## src/rtl/universal_reg_pkg.sv

```systemverilog
// rtl/universal_reg_pkg.sv - shared mode encodings and width limits for universal_reg
package universal_reg_pkg;

  // Mode select encodings
  localparam logic [2:0] M_HOLD = 3'b000;
  localparam logic [2:0] M_LOAD = 3'b001;
  localparam logic [2:0] M_SHR  = 3'b010;
  localparam logic [2:0] M_SHL  = 3'b011;
  localparam logic [2:0] M_ROR  = 3'b100;
  localparam logic [2:0] M_ROL  = 3'b101;
  localparam logic [2:0] M_CUP  = 3'b110;
  localparam logic [2:0] M_CDN  = 3'b111;

  // Supported register widths
  localparam int WIDTH_MIN = 2;
  localparam int WIDTH_MAX = 32;

  // True when a requested width lies in the supported range
  function automatic bit width_legal(input int w);
    return (w >= WIDTH_MIN) && (w <= WIDTH_MAX);
  endfunction

endpackage

```

## src/rtl/dff_cell.sv

```systemverilog
// rtl/dff_cell.sv - one-bit edge-triggered flop with sync reset, enable and complement output
module dff_cell (
  input  logic c,
  input  logic rst,
  input  logic en,
  input  logic rv,
  input  logic d,
  output logic q,
  output logic qp
);

  // Reset wins over enable; disabled cell keeps its value
  always_ff @(posedge c) begin
    if (rst) begin
      q <= rv;
    end else if (en) begin
      q <= d;
    end
  end

  // Complement is derived from the stored bit, never stored separately
  assign qp = ~q;

endmodule

```

## src/rtl/universal_reg.sv

```systemverilog
// rtl/universal_reg.sv - WIDTH-bit hold/load/shift/rotate/count register
module universal_reg
  import universal_reg_pkg::*;
#(
  parameter int               WIDTH     = 8,
  parameter logic [WIDTH-1:0] RESET_VAL = '0
) (
  input  logic             c,
  input  logic             rst,
  input  logic             en,
  input  logic [2:0]       m,
  input  logic [WIDTH-1:0] d,
  input  logic             si,
  output logic [WIDTH-1:0] q,
  output logic [WIDTH-1:0] qp,
  output logic             so,
  output logic             tc
);

  localparam bit WIDTH_OK = width_legal(WIDTH);
  localparam logic [WIDTH-1:0] ONE = WIDTH'(1);

  generate
    if (!WIDTH_OK) begin : g_bad_width
      $error("universal_reg: WIDTH out of supported range");
    end
  endgenerate

  logic [WIDTH-1:0] nxt;

  // Per-bit next-state selection; enable and reset are applied in the cells
  always_comb begin
    nxt = q;
    case (m)
      M_HOLD:  nxt = q;
      M_LOAD:  nxt = d;
      M_SHR:   nxt = {si, q[WIDTH-1:1]};
      M_SHL:   nxt = {q[WIDTH-2:0], si};
      M_ROR:   nxt = {q[0], q[WIDTH-1:1]};
      M_ROL:   nxt = {q[WIDTH-2:0], q[WIDTH-1]};
      M_CUP:   nxt = q + ONE;
      M_CDN:   nxt = q - ONE;
      default: nxt = q;
    endcase
  end

  genvar i;
  generate
    for (i = 0; i < WIDTH; i++) begin : g_cell
      dff_cell u_cell (
        .c  (c),
        .rst(rst),
        .en (en),
        .rv (RESET_VAL[i]),
        .d  (nxt[i]),
        .q  (q[i]),
        .qp (qp[i])
      );
    end
  endgenerate

  // Serial-out shows the bit that the selected shift/rotate would push out
  always_comb begin
    so = 1'b0;
    case (m)
      M_SHR, M_ROR: so = q[0];
      M_SHL, M_ROL: so = q[WIDTH-1];
      default:      so = 1'b0;
    endcase
  end

  // Terminal count ignores en so cascaded stages can gate on en & tc
  always_comb begin
    tc = 1'b0;
    case (m)
      M_CUP:   tc = &q;
      M_CDN:   tc = ~|q;
      default: tc = 1'b0;
    endcase
  end

endmodule

```

## config.mk

```make
export PLATFORM = sky130hd
export DESIGN_NAME = universal_reg
export DESIGN_NICKNAME = d
export VERILOG_FILES = /design/src/rtl/universal_reg_pkg.sv /design/src/rtl/dff_cell.sv /design/src/rtl/universal_reg.sv
export SDC_FILE = /design/constraint.sdc
export NUM_CORES = 1
export LEC_CHECK = 0
export CORE_UTILIZATION = 50
export DETAILED_ROUTE_END_ITERATION = 12
export GPL_TIMING_DRIVEN = 0
export HOLD_SLACK_MARGIN = 0.15
export PLACE_DENSITY_LB_ADDON = 0.3
export SLEW_MARGIN = 10
export SYNTH_ARGS = -nofsm -noshare
export SYNTH_HDL_FRONTEND = slang
export SYNTH_HIERARCHICAL = 1
export SYNTH_SLANG_ARGS = --single-unit
```

## constraint.sdc

```tcl
create_clock -name c -period 4.5 [get_ports c]
set_clock_uncertainty 0.2 [all_clocks]
set_input_delay 1.35 -clock c [delete_from_list [all_inputs] [get_ports c]]
set_output_delay 1.35 -clock c [all_outputs]
set_load 0.01 [all_outputs]
```

==> results.toml <==
[floorplanning]
die_w_um = 51.93
start_util_pct = 54.76
die_area_sq_mm = 0.002696
die_h_um = 51.93
num_rows = 17
ios = 33
coreArea_sq_mm = 0.002276

[sta]
finalHoldViolations = 0
fin_hold_ws_ns = 0.8088
period_needed_ns = 4.430
fmax_mhz = 225.7
worst_slew_pin_slew_ns = 0.6836
setup_violations = 0
rsz0062_at_grt = "no"
fin_crit_sh_pct = 98.45
slew_violations = 0
slew_headroom_pct = 54.28

[worst_setup_path]
cp-end-kind = "output pin"
cp_data_arrival_time_ns = 2.88
cpMostUsedCell = "buf_2"
path_cells = "buf_2 -> buf_2 -> buf_2 -> mux2i_1 -> nor3_1 -> clkdlybuf4s50_1"
start_kind = "input pin"
crit_start = "m[0]"
cp_slowest_stage_delay_ns = 0.56
criticalPathCategory = "input pin to output pin"
slowest_stage = "clkdlybuf4s50_1"
cp.required_ns = 2.95
cp_max_fo = 10
r2r-start = "g_cell[2].u_cell/q"

[synth]
syn_avg_cell_area_sq_um = 7.740
synthMostInstantiatedCell = "a21oi_1"
synth_cell_type_count = 47
synthArstFlopShare_pct = 0
synthTopCellsByCount = "a21oi_1, nand2_1, inv_1"
ys_seq_area_share_pct = 19.28
netlist_area_sq_mm = 0.001246
synth.area.top_cells = "edfxtp_1, mux2_4, a21oi_1, mux2i_1, or2_1"
netlist.area_leader.share_pct = 19.28
syn_inst = 161
yosys.area.top_type = "edfxtp_1"
ys_seq_elements = 8
synth_edf_count = 8
ys.flop_type = "edfxtp_1"
yosys_warnings = 6

[drt]
ant_nets = 0
drt_iter0_drc = 67
dr.pass1.iters = 4
wire_per_inst_um = 15.62
drc_errors = 0
vias = 1393
drt_wl_total_mm = 3.562
vias_per_cell = 6.110

[clock_tree]
cts.sinks = 8
ctsHtreeMaxLevel = 1
clkLatencyLatePin_ns = 0.25
clk_pin_slew_ns = 0.05
cts_buffer_depth = 2
cts_root_buffer = "clkbuf_4"
cts_inserted_buffers = 3
post_cts_buffers = 0
cts_tree = "yes"

[run]
maxCapViolations = 0

[power]
power_w = 0.0003910
peakVddDrop_mv = 0.2484
power_density_mw_per_mm2 = 238.9
power.leakage_nw = 0.6843

[grt]
grt_use_total_pct = 26.88
grt_max_degree = 17
antenna_found_initial = 0
grt_overflow = 0
grt_pass1_wl_mm = 5.416
grt_pass1_vias = 1148

[placed_design]
hpwl_mm = 2.559
routabilityCongestion = 0.8976
portBuffers = 29

[final_layout]
n_fill_cell = 175
area_growth_pct = 31.33
fin_nets = 219
seq_area_sq_um = 240.2
diodes = 0
top_register = "g_cell.u_cell/q"
reg_top3 = "g_cell.u_cell/q (8)"
multiInputGateArea_sq_um = 919.6
drive_gt1_share_pct = 14.50
largest_reg_flops = 8

[status]
status = "completed"

[worst_hold_path]
min_path_type = "flop to flop"
hold_start = "g_cell[2].u_cell/q"
## final cells by class
cell class                 instances  area share, %
multi-input combinational        134          56.19
timing repair buffer              29          17.89
sequential                         8          14.68
buffer                            16          5.428
inverter                          10          2.294
tap                               28          2.141
clock buffer                       3          1.376
## path summary, 6_finish.rpt
kind                         to  slack (ns)  cells after the start
max                          so        0.07                      6
min          g_cell[1].u_cell/q        0.81                      4
max reg2reg  g_cell[7].u_cell/q        2.04                      6
min reg2reg  g_cell[1].u_cell/q        0.81                      4
## cells by family after synthesis
family	share of synthesized area (%)
buffers and inverters	9.940
DFF	19.28
xor gates and xnor gates	3.515
adders and majority gates	2.008
muxes	15.46
other	0.3009
AOI/OAI and AO/OA	24.80
and+or+nand+nor	24.70
## worst max-delay path, delay by kind of cell
family                 cells  cell delay [ns]
muxes                      1             0.11
and+or+nand+nor            1             0.14
buffers and inverters      4             1.28
## metrics by stage
step / TNS [ns] / setup slack [ns] / cells / util, % / area [sq um]
after floorplan: 0 / 0.5621 / 168 / - / 1272
after global placement: -0.04603 / -0.04603 / 225 / 70.20 / 1598
after detailed placement: -0.04481 / -0.04481 / 225 / 70.20 / 1598
after CTS: 0 / 0.02273 / 228 / 71.52 / 1628
after global routing: 0 / 0.04068 / 228 / 71.91 / 1637
final: 0 / 0.06992 / 228 / 71.91 / 1637
## repair_timing
item	4_1_cts	5_1_grt
hold buffers	0	0
resized for setup	2	2
setup endpoints to repair	1	1
## layout by cell type, fill, tap and decap left out, types with 6 or more instances in the layout
master and count:
nand2_1 12, edfxtp_1 8, mux2_4 8, conb_1 8, clkbuf_1 7, a21oi_1 16, or2_1 8, nor3_1 6
nor2_1 8, clkdlybuf4s50_1 28, inv_1 10, o21ai_0 8
## metal layers
layer / share of wire [%] / wire length [um] / GRT usage [%] / vias up
li1: - / - / - / 663
met1: 43 / 1535 / 34.64 / 652
met2: 48 / 1695 / 44.87 / 72
met3: 7.7 / 274 / 6.140 / 6
met4: 1.6 / 57 / 6.306 / 0
met5: 0 / 0 / 0 / -
## power breakdown
group	internal [W]	leakage, nW	total (W)	switching [W]
Sequential	0.0000957	0.0814	0.000111	0.0000150
Combinational	0.000116	0.589	0.000227	0.000111
Clock	0.0000304	0.0138	0.0000533	0.0000229
Total	0.000242	0.684	0.000391	0.000149
Power figures use the tool's default switching activity.
